===== src/rtl/vend_pkg.sv =====
`default_nettype none
// ============================================================================
// Module      : vend_pkg
// Description : Shared types, encodings and helpers for the vending controller.
//               Holds the FSM state enum, coin and selection encodings, the
//               change unit, and coin_value() which maps a coin code to rupees.
// Revision    : 1.0 - initial release
// ============================================================================
package vend_pkg;

  typedef enum logic [1:0] {
    ST_IDLE    = 2'd0,
    ST_COLLECT = 2'd1,
    ST_VEND    = 2'd2,
    ST_CHANGE  = 2'd3
  } vend_state_t;

  localparam logic [1:0] COIN_NONE = 2'b00;
  localparam logic [1:0] COIN_5    = 2'b01;
  localparam logic [1:0] COIN_10   = 2'b10;
  localparam logic [1:0] COIN_20   = 2'b11;

  localparam logic [1:0] SEL_A = 2'b01;
  localparam logic [1:0] SEL_B = 2'b10;

  // Change is always paid out in single Rs5 coins.
  localparam int CHANGE_UNIT = 5;

  function automatic logic [4:0] coin_value(input logic [1:0] c);
    logic [4:0] v;
    case (c)
      COIN_5:  v = 5'd5;
      COIN_10: v = 5'd10;
      COIN_20: v = 5'd20;
      default: v = 5'd0;
    endcase
    return v;
  endfunction

endpackage : vend_pkg
`default_nettype wire


===== src/rtl/vend_timeout_ctr.sv =====
`default_nettype none
// ============================================================================
// Module      : vend_timeout_ctr
// Description : Loadable down-counter for the inactivity timeout.
//               clear forces the count to zero, load reloads it, en counts
//               down (saturating at zero). expire is high whenever the counter
//               is enabled and already at zero.
// Ports       : clk      - clock, rising edge
//               rst      - asynchronous reset, active low
//               load     - load load_val into the counter
//               load_val - reload value
//               clear    - force the counter to zero (wins over load)
//               en       - count down one step
//               expire   - enabled while at zero (combinational)
// Revision    : 1.0 - initial release
// ============================================================================
module vend_timeout_ctr #(
  parameter int WIDTH = 10
) (
  input  logic             clk,
  input  logic             rst,
  input  logic             load,
  input  logic [WIDTH-1:0] load_val,
  input  logic             clear,
  input  logic             en,
  output logic             expire
);

  logic [WIDTH-1:0] count;

  always_ff @(posedge clk or negedge rst) begin
    if (!rst) begin
      count <= '0;
    end else if (clear) begin
      count <= '0;
    end else if (load) begin
      count <= load_val;
    end else if (en && (count != '0)) begin
      count <= count - 1'b1;
    end
  end

  // Deliberately independent of load/clear so the controller can feed its
  // next-state back into load/clear without forming a combinational loop.
  assign expire = en && (count == '0);

endmodule : vend_timeout_ctr
`default_nettype wire


===== src/rtl/vend_controller.sv =====
`default_nettype none
// ============================================================================
// Module      : vend_controller
// Description : Vending machine sequencer. Accumulates coin credit, checks a
//               product selection against its price, drives the dispenser
//               via vend_req/vend_done and pays change one Rs5 coin at a time
//               via chg_req/chg_ack. Cancel and inactivity timeout refund the
//               full credit. All outputs are registered.
// Ports       : clk         - clock, rising edge
//               rst         - asynchronous reset, active low
//               coin        - 00 none, 01 Rs5, 10 Rs10, 11 Rs20
//               sel         - 01 product A, 10 product B, else no request
//               cancel      - refund request pulse
//               vend_req    - dispense request, held until vend_done
//               vend_prod   - product being dispensed (0 = A, 1 = B)
//               vend_done   - dispenser completion pulse
//               chg_req     - eject one Rs5 coin, held until chg_ack
//               chg_ack     - ejector acknowledge pulse
//               coin_reject - one-cycle pulse when a coin is refused
//               credit      - current credit in rupees
//               busy        - high while vending or paying change
// Revision    : 1.0 - initial release
// ============================================================================
module vend_controller
  import vend_pkg::*;
#(
  parameter int PRICE_A     = 15,
  parameter int PRICE_B     = 20,
  parameter int MAX_CREDIT  = 40,
  parameter int CREDIT_W    = 6,
  parameter int TIMEOUT_CYC = 1000
) (
  input  logic                clk,
  input  logic                rst,
  input  logic [1:0]          coin,
  input  logic [1:0]          sel,
  input  logic                cancel,
  output logic                vend_req,
  output logic                vend_prod,
  input  logic                vend_done,
  output logic                chg_req,
  input  logic                chg_ack,
  output logic                coin_reject,
  output logic [CREDIT_W-1:0] credit,
  output logic                busy
);

  // One spare bit so credit + coin can be compared to the ceiling unwrapped.
  localparam int SUM_W = CREDIT_W + 1;
  localparam int TO_W  = $clog2(TIMEOUT_CYC + 1);

  localparam logic [SUM_W-1:0]    MAX_EXT = SUM_W'(MAX_CREDIT);
  localparam logic [CREDIT_W-1:0] PA      = CREDIT_W'(PRICE_A);
  localparam logic [CREDIT_W-1:0] PB      = CREDIT_W'(PRICE_B);
  localparam logic [CREDIT_W-1:0] UNIT    = CREDIT_W'(CHANGE_UNIT);
  localparam logic [TO_W-1:0]     TO_LOAD = TO_W'(TIMEOUT_CYC - 1);

  generate
    if (MAX_CREDIT >= (1 << CREDIT_W)) begin : g_credit_width_check
      $error("vend_controller: MAX_CREDIT does not fit in CREDIT_W bits");
    end
  endgenerate

  vend_state_t         state, state_nxt;
  logic [CREDIT_W-1:0] credit_nxt;
  logic                reject_nxt;
  logic                prod_nxt;
  logic                vend_req_nxt;
  logic                chg_req_nxt;
  logic                busy_nxt;

  logic                coin_in;
  logic [SUM_W-1:0]    coin_v;
  logic [SUM_W-1:0]    sum;
  logic                sel_a;
  logic                sel_b;
  logic                activity;

  logic                to_load;
  logic                to_clear;
  logic                to_en;
  logic                to_expire;

  assign coin_in  = (coin != COIN_NONE);
  assign coin_v   = SUM_W'(coin_value(coin));
  assign sum      = {1'b0, credit} + coin_v;
  assign sel_a    = (sel == SEL_A);
  assign sel_b    = (sel == SEL_B);
  assign activity = coin_in || sel_a || sel_b || cancel;

  // The timer is reloaded on entry to COLLECT and on every customer action,
  // and held at zero everywhere else.
  assign to_en    = (state == ST_COLLECT) && !activity;
  assign to_clear = (state_nxt != ST_COLLECT);
  assign to_load  = (state_nxt == ST_COLLECT) && ((state != ST_COLLECT) || activity);

  vend_timeout_ctr #(
    .WIDTH (TO_W)
  ) u_timeout (
    .clk      (clk),
    .rst      (rst),
    .load     (to_load),
    .load_val (TO_LOAD),
    .clear    (to_clear),
    .en       (to_en),
    .expire   (to_expire)
  );

  always_comb begin
    state_nxt  = state;
    credit_nxt = credit;
    reject_nxt = 1'b0;
    prod_nxt   = vend_prod;

    case (state)
      ST_IDLE: begin
        if (coin_in) begin
          if (sum <= MAX_EXT) begin
            credit_nxt = sum[CREDIT_W-1:0];
            state_nxt  = ST_COLLECT;
          end else begin
            reject_nxt = 1'b1;
          end
        end
      end

      ST_COLLECT: begin
        if (cancel) begin
          reject_nxt = coin_in;
          state_nxt  = ST_CHANGE;
        end else if (coin_in) begin
          if (sum <= MAX_EXT) begin
            credit_nxt = sum[CREDIT_W-1:0];
          end else begin
            reject_nxt = 1'b1;
          end
        end else if (sel_a && (credit >= PA)) begin
          credit_nxt = credit - PA;
          prod_nxt   = 1'b0;
          state_nxt  = ST_VEND;
        end else if (sel_b && (credit >= PB)) begin
          credit_nxt = credit - PB;
          prod_nxt   = 1'b1;
          state_nxt  = ST_VEND;
        end else if (to_expire) begin
          state_nxt = ST_CHANGE;
        end
      end

      ST_VEND: begin
        reject_nxt = coin_in;
        if (vend_done) begin
          state_nxt = (credit != '0) ? ST_CHANGE : ST_IDLE;
        end
      end

      ST_CHANGE: begin
        reject_nxt = coin_in;
        // Nothing left to pay out (e.g. cancel with zero credit): leave at once
        // instead of waiting on an ack that will never come.
        if (credit == '0) begin
          state_nxt = ST_IDLE;
        end else if (chg_ack) begin
          credit_nxt = credit - UNIT;
          if (credit_nxt == '0) begin
            state_nxt = ST_IDLE;
          end
        end
      end

      default: begin
        state_nxt = ST_IDLE;
      end
    endcase

    // Outputs are registered versions of what the next state implies.
    vend_req_nxt = (state_nxt == ST_VEND);
    chg_req_nxt  = (state_nxt == ST_CHANGE) && (credit_nxt != '0);
    busy_nxt     = (state_nxt == ST_VEND) || (state_nxt == ST_CHANGE);
  end

  always_ff @(posedge clk or negedge rst) begin
    if (!rst) begin
      state       <= ST_IDLE;
      credit      <= '0;
      vend_req    <= 1'b0;
      vend_prod   <= 1'b0;
      chg_req     <= 1'b0;
      coin_reject <= 1'b0;
      busy        <= 1'b0;
    end else begin
      state       <= state_nxt;
      credit      <= credit_nxt;
      vend_req    <= vend_req_nxt;
      vend_prod   <= prod_nxt;
      chg_req     <= chg_req_nxt;
      coin_reject <= reject_nxt;
      busy        <= busy_nxt;
    end
  end

endmodule : vend_controller
`default_nettype wire


===== config.mk =====
export PLATFORM = sky130hd
export DESIGN_NAME = vend_controller
export DESIGN_NICKNAME = d
export VERILOG_FILES = /design/src/rtl/vend_pkg.sv /design/src/rtl/vend_timeout_ctr.sv /design/src/rtl/vend_controller.sv
export SDC_FILE = /design/constraint.sdc
export NUM_CORES = 1
export LEC_CHECK = 0
export BUFFER_PORTS_ARGS = -buffer_cell sky130_fd_sc_hd__buf_2
export CAP_MARGIN = 20
export CORE_ASPECT_RATIO = 1.25
export CORE_MARGIN = 2
export CORE_UTILIZATION = 63
export CTS_BUF_LIST = sky130_fd_sc_hd__clkbuf_8
export CTS_CLUSTER_SIZE = 12
export DETAILED_ROUTE_END_ITERATION = 6
export HOLD_SLACK_MARGIN = 0.02
export PLACE_DENSITY = 0.83
export SKIP_CTS_REPAIR_TIMING = 1
export SYNTH_ARGS = -nofsm -noshare
export SYNTH_HDL_FRONTEND = slang
export SYNTH_HIERARCHICAL = 1
export SYNTH_SLANG_ARGS = --single-unit

===== constraint.sdc =====
create_clock -name clk -period 4.63 [get_ports clk]
set_clock_uncertainty 0.1 [all_clocks]
set_input_delay 0.2315 -clock clk [delete_from_list [all_inputs] [get_ports clk]]
set_output_delay 0.2315 -clock clk [all_outputs]
set_load 0.02 [all_outputs]

-- Yosys cells after proc, flatten, opt, wreduce, memory -nomap -nowiden
Index checks and enable logic that the tools add are counted.
- bits in registers: 23
- latch bits: 0
- memory bits (writable): 0
- bits in read-only memories: 0
- output and inout port bits: 11
- word-level logic and storage cells: 88
- memories: 0
- add/sub/neg operators: 5
- multiply operators: 0
- divide/modulo/power cells: 0
- $lt $le $gt $ge: 3
- equality and inequality tests: 13
- shift-type cells: 0
- mux-type cells: 32
- bitwise gates (word level): 2
- reduce and logical (&&, ||, !) cells: 25
- operator list (cell ; count):
    $mux 6 ; 8
    $mux 10 ; 3
    $mux 2 ; 12
    $pmux 6 s3 ; 1
    $pmux 5 s3 ; 1
    $eq 2x2->1 const B ; 7
    $logic_not 6->1 ; 2
    $reduce_bool 6->1 ; 2
    $logic_not 10->1 ; 1
    $reduce_bool 10->1 ; 1
    $sub 10x1->10 const B ; 1
    $eq 2x1->1 const B ; 4
    $pmux 2 s4 ; 1
    $add 6x5->7 ; 1
    $le 7x6->1 const B ; 1
    $logic_and 1x1->1 ; 7
    $ge 6x4->1 const B ; 1
    $ge 6x5->1 const B ; 1
    $sub 6x3->6 const B ; 1
    $sub 6x4->6 const B ; 1
    $sub 6x5->6 const B ; 1
    $logic_or 1x1->1 ; 5
    $mux 1 ; 5
    $ne 2x1->1 const B ; 2
    other kinds (8) ; 10

-- Depth between registers and ports, before layout
Gate-level depths: netlist of run 1.
- depth in word-level cells: 17
- mapped depth: 18
- depth with buffers taken out: 16

-- By module
Netlist of run 1, hierarchy kept.
- by module, submodules not included (module ; instances ; cells each ; area an instance (µm²) ; sequential area each (µm²)):
    vend_controller ; 1 ; 229 ; 1736.7 ; 300.3
    vend_timeout_ctr ; 1 ; 73 ; 676.9 ; 250.2

-- Least setup slack after synthesis of run 1
No wires, ideal clock.
- path kind: reg-to-reg
- start: reg credit[1]
- end: reg u_timeout.count[1]
- library setup time: 0.086 ns
- arrival: 3.306 ns
- setup slack: 1.138 ns
- stages on the path, launching flop included: 19
- path buffers: 3
- cell sequence: dfrtp_1 buf_6 inv_1 xnor2_1 ha_1 and2_1 a2111oi_4 nor2_2 o32ai_1 o21ba_1 buf_6 or2_1 a31oi_1 nand2_1 nor2_1 inv_1 clkbuf_1 o211a_1 nor3_1
- RTL lines (item ; RTL line ; text):
    start: declaration ; vend_controller.sv:44 ; output logic [CREDIT_W-1:0] credit,
    start signal: assignment ; vend_controller.sv:193 ; credit <= credit_nxt;
    parallel branches: the longest is 6 deep, another holds $add 6x5->7 ; -- ;
    $pmux 2 s4 * ; vend_controller.sv:115 ; case (state)
    named net state_nxt[0] ; vend_controller.sv:64 ; vend_state_t state, state_nxt;
    $ne 2x1->1 * ; vend_controller.sv:94 ; assign to_clear = (state_nxt != ST_COLLECT);
    named net to_clear ; vend_controller.sv:80 ; logic to_clear;
    $reduce_bool 3->1 (no source line) or $mux 10 (tied branches) ; -- ;
    end signal: assignment ; vend_timeout_ctr.sv:37 ; count <= load_val;
    end signal: assignment ; vend_timeout_ctr.sv:39 ; count <= count - 1'b1;
    end: declaration ; vend_timeout_ctr.sv:29 ; logic [WIDTH-1:0] count;
Mark *: on every way through the listed nets, which the timed path passes.
A chain may end at the register's enable or synchronous reset.

-- Worst setup path in the final report of run 1
- start: reg credit[1]
- end: reg u_timeout.count[6]
The elaborated chain is that of the path after synthesis.

==> results of run 1 <==
-- worst max-delay path, cell delays in order, from the launching register on --
cell	delay [ps]
dfrtp_1	610
inv_1	220
xnor2_1	190
ha_1	210
and2_1	170
a2111oi_4	320
nor2_2	160
o32ai_1	270
o21ba_1	290
or2_1	250
a31oi_1	230
nand2_1	80
buf_4	200
nor2_1	100
inv_1	250
a311oi_1	370
-- power by group through the flow --
stage / registers [W] / clock network [W] / logic [W]
detailed placement: 0.000362 / 0 / 0.00136
global placement: 0.000359 / 0 / 0.00134
finish: 0.000362 / 0.000135 / 0.00139
floorplan: 0.000382 / 0 / 0.00104
global route: 0.000369 / 0.000147 / 0.00150
CTS: 0.000358 / 0.000137 / 0.00136
-- per-stage QoR --
| stage | utilization [%] | cells | area (um^2) | total power, W |
|---|---|---|---|---|
| after floorplan | - | 310 | 2444 | 0.001419 |
| after global placement | 68.91 | 359 | 2565 | 0.001695 |
| after detailed placement | 68.91 | 359 | 2565 | 0.001717 |
| after CTS | 70.39 | 363 | 2620 | 0.001859 |
| after global routing | 70.66 | 364 | 2630 | 0.002018 |
| final | 70.66 | 364 | 2630 | 0.001884 |
-- layout make-up --
class / count / area, um^2
Tap cell: 40 / 50.05
Sequential cell: 22 / 550.5
Fill cell: 310 / 1092
Inverter: 17 / 63.81
Timing Repair Buffer: 30 / 180.2
Clock buffer: 4 / 55.05
Multi-Input combinational cell: 251 / 1730
-- metal layers --
metal / GRT usage (%) / share of wire [%] / vias to the layer above
met5: 0 / 0 / -
met3: 3.014 / 4.6 / 8
met4: 10.35 / 1.2 / 0
met1: 35.67 / 42 / 1136
li1: - / - / 1168
met2: 52.87 / 52 / 93
-- Yosys cell counts, drive strengths merged (3+ instances only) --
cell / n / area, um^2
o21ai: 16 / 83.83
nor2: 34 / 130.1
nor4: 4 / 25.02
o31a: 3 / 26.28
o22ai: 5 / 31.28
nand3: 6 / 30.03
ha: 12 / 150.1
o311ai: 3 / 26.28
inv: 17 / 63.81
and2: 4 / 25.02
clkbuf: 14 / 52.55
nor2b: 6 / 45.04
buf: 6 / 46.29
a31oi: 6 / 37.54
xnor2: 9 / 78.83
or3: 4 / 25.02
nor3: 8 / 45.04
nand2: 23 / 86.33
or2: 5 / 31.29
o31ai: 7 / 52.55
a21oi: 14 / 73.82
a211oi: 11 / 82.58
mux2i: 4 / 40.04
dfrtp: 22 / 550.5
o221ai: 3 / 26.28
or4: 7 / 60.06
a311oi: 9 / 102.6
-- cell families (layout without fill, tap and decap cells) --
logic type,after synthesis,count (layout),share of synthesized area (%)
other,2,10,0.3112
DFF,22,22,22.81
buffers and inverters,37,51,6.739
adders and majority gates,12,12,6.221
xor gates and xnor gates,10,10,3.629
muxes,6,6,2.747
AOI/OAI and AO/OA,99,99,31.88
and+or+nand+nor,114,114,25.66
-- cells in the final DEF, fill, tap and decap left out, types with 5 or more instances in the layout --
cell type,n
nor2_1,33
nor3_1,7
nand2_1,23
o31ai_1,7
buf_2,19
a311oi_1,7
dfrtp_1,22
o21ai_0,14
a31oi_1,6
inv_1,17
a21oi_1,13
a211oi_1,11
conb_1,10
nor2b_1,5
ha_1,12
nand3_1,6
o22ai_1,5
or4_1,5
xnor2_1,9
buf_4,10
-- flip-flops by register name (all words and copies together), names as in the netlist --
name and count:
vend_prod 1, state 2, vend_req 1, coin_reject 1, chg_req 1, credit 6
u_timeout/count 10
-- path summary, 6_finish.rpt --
| kind | cells after the start | end | from | slack [ps] |
|---|---|---|---|---|
| worst max-delay path | 15 | u_timeout/count[6] | credit[1] | 490 |
| worst min-delay path | 3 | coin_reject | cancel | 230 |
| worst max register to register | 15 | u_timeout/count[6] | credit[1] | 490 |
| worst min register to register | 2 | vend_prod | vend_prod | 480 |
| max in group asynchronous | 2 | chg_req | rst | 3720 |
| min in group asynchronous | 2 | u_timeout/count[7] | rst | 380 |
==> impl_metrics.env, run 1 <==
export IMPL_antenna_cells=0
export IMPL_p_leak_nw=1.091
export IMPL_combPwrFrac_pct=73.6
export IMPL_grt_pass1_wl_mm=9.908
export IMPL_p_int_w=0.0008702
export IMPL_cts_tree="done"
export IMPL_cts_buffer_depth=2
export IMPL_clkPwrFrac_pct=7.2
export IMPL_drv_slew=0
export IMPL_insertion_delay_ps=260
export IMPL_numPortBuffers=19
export IMPL_cts_max_level=1
export IMPL_whs_ps=226.0
export IMPL_layout_nets=346
export IMPL_grt_max_degree=23
export IMPL_fin_setup_tns_ps=0
export IMPL_status="complete, no violations"
export IMPL_ys_ff_latch=22
export IMPL_grt_use_total_pct=29.46
export IMPL_ios=20
export IMPL_synth_ff_type="dfrtp_1"
export IMPL_critPathLaunchType="register"
export IMPL_die_w_um=59.36
export IMPL_hold_viol_final=0
export IMPL_synthCells=302
export IMPL_viasPerCell=6.607
export IMPL_async_flop_share_pct=100.0
export IMPL_setup_violations_final=0
export IMPL_die_area_mm2=0.004345
export IMPL_placementRows=25
export IMPL_layout_drive_gt1_share_pct=16.36
export IMPL_wl_per_cell_um=17.06
export IMPL_maxCapViolations=0
export IMPL_power_switching_w=0.001014
export IMPL_crit_path_end_kind="register"
export IMPL_dp_hpwl_mm=4.574
export IMPL_synth_distinct_cells=76
export IMPL_synth_edf_count=0
export IMPL_first_global_vias=2117
export IMPL_yosysSeqAreaShare_pct=22.81
export IMPL_dr_pass1_iters=5
export IMPL_coreArea_mm2=0.003722
export IMPL_clock_fmax_mhz=241.4
export IMPL_cts_root_buf="clkbuf_8"
export IMPL_gp_congestion=0.8973
export IMPL_drc=0
export IMPL_layout_min_cycle_time_ps=4142
export IMPL_worstPathArrival_ps=4190
export IMPL_path_class="register to register"
export IMPL_cts_num_sinks=22
export IMPL_place_ws_ps=598.8
export IMPL_p_sw_share_pct=53.81
export IMPL_wirelength_mm=6.211
export IMPL_setup_ws_ps=488.3
export IMPL_rsz0062_at_grt="false"
export IMPL_ir_worst_vdd_uv=359.8
export IMPL_ant_nets=0
export IMPL_initial_core_util_pct=64.84
export IMPL_worst_path_max_fanout=21
export IMPL_initialDrtViolationCount=328
export IMPL_maxSlewHeadroom_pct=62.59
export IMPL_synth_area_per_cell_um2=7.992
export IMPL_min_path_type="primary input to register"
export IMPL_tightest_slew_ps=560.5
export IMPL_clk_pin_slew_ps=80
export IMPL_overflow=0
export IMPL_seqPwrFrac_pct=19.2
export IMPL_netlist_area_mm2=0.002414
export IMPL_antenna_found_initial=0
export IMPL_fp_dieH_um=73.20
export IMPL_synthToLayoutAreaGrowth_pct=8.968
export IMPL_period_share_pct=89.45
export IMPL_via_count=2405
export IMPL_worstPathRequired_ps=4670
export IMPL_synth_warnings=6
export IMPL_cts_buffers=3
export IMPL_pwr_density_cell_mw_per_mm2=716.3
No activity file was read; power rests on OpenSTA's default activity.
==> run 2: changes to the inputs <==
--- a/config.mk
+++ b/config.mk
@@ -9,14 +9,13 @@
 export CAP_MARGIN = 20
 export CORE_ASPECT_RATIO = 1.25
 export CORE_MARGIN = 2
-export CORE_UTILIZATION = 63
+export CORE_UTILIZATION = 62
 export CTS_BUF_LIST = sky130_fd_sc_hd__clkbuf_8
 export CTS_CLUSTER_SIZE = 12
 export DETAILED_ROUTE_END_ITERATION = 6
 export HOLD_SLACK_MARGIN = 0.02
-export PLACE_DENSITY = 0.83
+export PLACE_DENSITY = 0.82
 export SKIP_CTS_REPAIR_TIMING = 1
 export SYNTH_ARGS = -nofsm -noshare
 export SYNTH_HDL_FRONTEND = slang
-export SYNTH_HIERARCHICAL = 1
 export SYNTH_SLANG_ARGS = --single-unit
==> run 2 against run 1 <==
Compared with the run above:
- the flow now finishes with violations (design-rule violations)
- register-to-register slack better by 680 ps
- via count down 5.9%
- flip-flop and latch count up 1
- synthesized area down 3.5%
- count of clock-buffer cells in the layout down 1
- total power down 6.6%
- sequential share of layout area up 2.5 points
- clock power down 9%
- maximum frequency up 20%
- sequential power up 18%
- die area down 1.8%
- critical path depth down 4
- largest cell class unchanged
- highest routed layer unchanged
==> impl_metrics.env, run 2 <==
export IMPL_cp_cell_sequence="inv_1 -> xnor2_1 -> ha_1 -> and2_1 -> o32a_1 -> o41ai_2 -> a41o_2 -> o21ai_2 -> mux2i_1 -> and4_1 -> a311oi_2"
export IMPL_antenna_cells=0
export IMPL_viasPerCell=6.738
export IMPL_top_register="u_timeout.count"
export IMPL_path_class="register to register"
export IMPL_violations="design-rule violations"
export IMPL_worst_path_max_fanout=15
export IMPL_largestRegisters="u_timeout.count: 10 flops, credit: 6 flops, state: 2 flops"
export IMPL_ios=20
export IMPL_worstPathRequired_ps=4700
export IMPL_synth_warnings=0
export IMPL_clkPwrFrac_pct=7.0
export IMPL_synthTopCellsByArea="dfrtp_1 (25%), ha_1 (6.4%), a21oi_1 (5.4%)"
export IMPL_period_share_pct=74.73
export IMPL_worstPathArrival_ps=3530
export IMPL_synth_edf_count=0
export IMPL_mostFrequentLayoutCells="a21oi_1 (25), inv_1 (24), dfrtp_1 (23)"
export IMPL_rsz0062_at_grt="false"
export IMPL_gp_congestion=0.9504
export IMPL_fin_setup_tns_ps=0
export IMPL_grt_pass1_wl_mm=9.784
export IMPL_die_w_um=58.83
export IMPL_drv_slew=0
export IMPL_via_count=2264
export IMPL_slowest_stage="dfrtp_1"
export IMPL_p_total_w=0.001759
export IMPL_fp_dieH_um=72.54
export IMPL_layout_nets=319
export IMPL_yosysMostFrequentCell="a21oi_1"
export IMPL_cts_tree="done"
export IMPL_initial_core_util_pct=65.75
export IMPL_p_sw_share_pct=53.37
export IMPL_status="finished with violations"
export IMPL_min_path_type="primary input to register"
export IMPL_final_common_cell="a21oi_1"
export IMPL_cts_root_buf="clkbuf_8"
export IMPL_synthToLayoutAreaGrowth_pct=5.532
export IMPL_critPathLaunchType="register"
export IMPL_dr_pass1_iters=7
export IMPL_synth_largest_area_cell="dfrtp_1"
export IMPL_fillers=295
export IMPL_pwr_density_cell_mw_per_mm2=715.6
export IMPL_antenna_found_initial=0
export IMPL_tightest_slew_ps=865.1
export IMPL_grt_max_degree=24
export IMPL_ir_worst_vdd_uv=395.6
export IMPL_first_global_vias=2050
export IMPL_r2r_start="credit[1]"
export IMPL_p_leak_nw=1.083
export IMPL_ys_ff_latch=23
export IMPL_min_to="u_timeout.count[3]"
export IMPL_worst_hold_path_num_cells=4
export IMPL_layout_drive_gt1_share_pct=14.81
export IMPL_reg2reg_to="chg_req"
export IMPL_maxCapViolations=0
export IMPL_p_int_w=0.0008204
export IMPL_synth_top_area_share_pct=24.70
export IMPL_dp_hpwl_mm=4.542
export IMPL_seqPwrFrac_pct=24.3
export IMPL_wirelength_mm=6.071
export IMPL_synth_distinct_cells=76
export IMPL_synth_area_per_cell_um2=8.006
export IMPL_cts_max_level=1
export IMPL_netlist_area_mm2=0.002330
export IMPL_maxSlewHeadroom_pct=40.84
export IMPL_ant_nets=0
export IMPL_r2r_cells=11
export IMPL_die_area_mm2=0.004267
export IMPL_insertion_delay_ps=270
export IMPL_clock_fmax_mhz=289.0
export IMPL_largest_reg_flops=10
export IMPL_async_flop_share_pct=100.0
export IMPL_synthCells=291
export IMPL_drc=3
export IMPL_layout_min_cycle_time_ps=3460
export IMPL_cts_buffer_depth=2
export IMPL_yosysSeqAreaShare_pct=24.70
export IMPL_synth_common_cells="a21oi_1 (25), dfrtp_1 (23), inv_1 (23), nand2_1 (22), nor2_1 (20)"
export IMPL_numPortBuffers=19
export IMPL_cpPeakStageDelay_ps=630
export IMPL_holdCritStartpoint="sel[1]"
export IMPL_r2r_setup_slack_ps=1170
export IMPL_clk_pin_slew_ps=90
export IMPL_hold_viol_final=0
export IMPL_combPwrFrac_pct=68.7
export IMPL_wl_per_cell_um=18.07
export IMPL_placementRows=24
export IMPL_initialDrtViolationCount=192
export IMPL_setup_violations_final=0
export IMPL_coreArea_mm2=0.003543
export IMPL_crit_path_end_kind="register"
export IMPL_cts_num_sinks=23
export IMPL_synth_nets=312
export IMPL_synth_ff_type="dfrtp_1"
export IMPL_grt_use_total_pct=29.96
export IMPL_cts_buffers=3
export IMPL_overflow=0
export IMPL_power_switching_w=0.0009389
run 2: cell count changes in the layout (fill, tap and decap cells not counted), moves of 7 or more:
cell / change
nor2_1: -13
a21oi_1: +12
buf_4: -8
a211oi_1: -7
conb_1: -10
inv_1: +7
run 2: worst max-delay path by stage:
stage                    from  endpoint  slack (ps)  depth (start not counted)
floorplan           credit[1]   chg_req        1430                         13
global placement    credit[1]   chg_req        1350                         11
detailed placement  credit[1]   chg_req        1240                         11
CTS                 credit[1]   chg_req        1230                         11
global route        credit[1]   chg_req         970                         11
finish              credit[1]   chg_req        1170                         11
run 2: kinds of logic after synthesis:
logic type	synth area share (%)
adders and majority gates	6.445
DFF	24.70
xor gates and xnor gates	5.263
buffers and inverters	7.357
muxes	0.8593
and+or+nand+nor	22.29
AOI/OAI and AO/OA	33.08
run 2: final cells by class:
cell class | instances | area [um^2] | share of cell area, %
multi-input cells | 225 | 1583 | 64.38
clock buffers | 3 | 41.29 | 1.679
inverters | 23 | 86.33 | 3.511
clock inverters | 1 | 3.754 | 0.1527
flip-flops and latches | 23 | 575.6 | 23.41
well taps | 39 | 48.80 | 1.985
repair buffers | 22 | 120.1 | 4.885
run 2: metrics by stage:
stage | setup slack [ps] | hold slack, ps | cell area, um^2 | instances | utilization (%)
6_report | 1170 | 358.7 | 2459 | 336 | 69.39
2_1_floorplan | 1432 | -164.1 | 2330 | 291 | -
5_1_grt | 965.3 | 410.3 | 2459 | 336 | 69.39
3_3_place_gp | 1347 | 134.8 | 2404 | 331 | 67.83
4_1_cts | 1227 | -152.0 | 2449 | 335 | 69.10
3_5_place_dp | 1244 | 139.3 | 2404 | 331 | 67.83
run 2: critical path, delay by kind of cell (launching register included):
kind,cells,cell delay [ps]
fa+ha+maj,1,200
flops,1,630
mux,1,150
simple gates,2,370
xor+xnor,1,170
compound gates,5,1530
buf+inv,1,200
run 2: routing by layer:
metal / GRT usage [%] / routed length (um)
met2: 51.11 / 2978
met5: 0 / 0
met3: 3.743 / 408
met1: 38.17 / 2453
met4: 11.36 / 231
run 2: power by group through the flow:
stage / combinational, W / sequential [W] / clock, W
after floorplan: 0.000964 / 0.000386 / 0
after global placement: 0.00117 / 0.000422 / 0
after detailed placement: 0.00118 / 0.000425 / 0
after CTS: 0.00120 / 0.000421 / 0.000125
after global routing: 0.00133 / 0.000443 / 0.000134
final: 0.00121 / 0.000427 / 0.000123
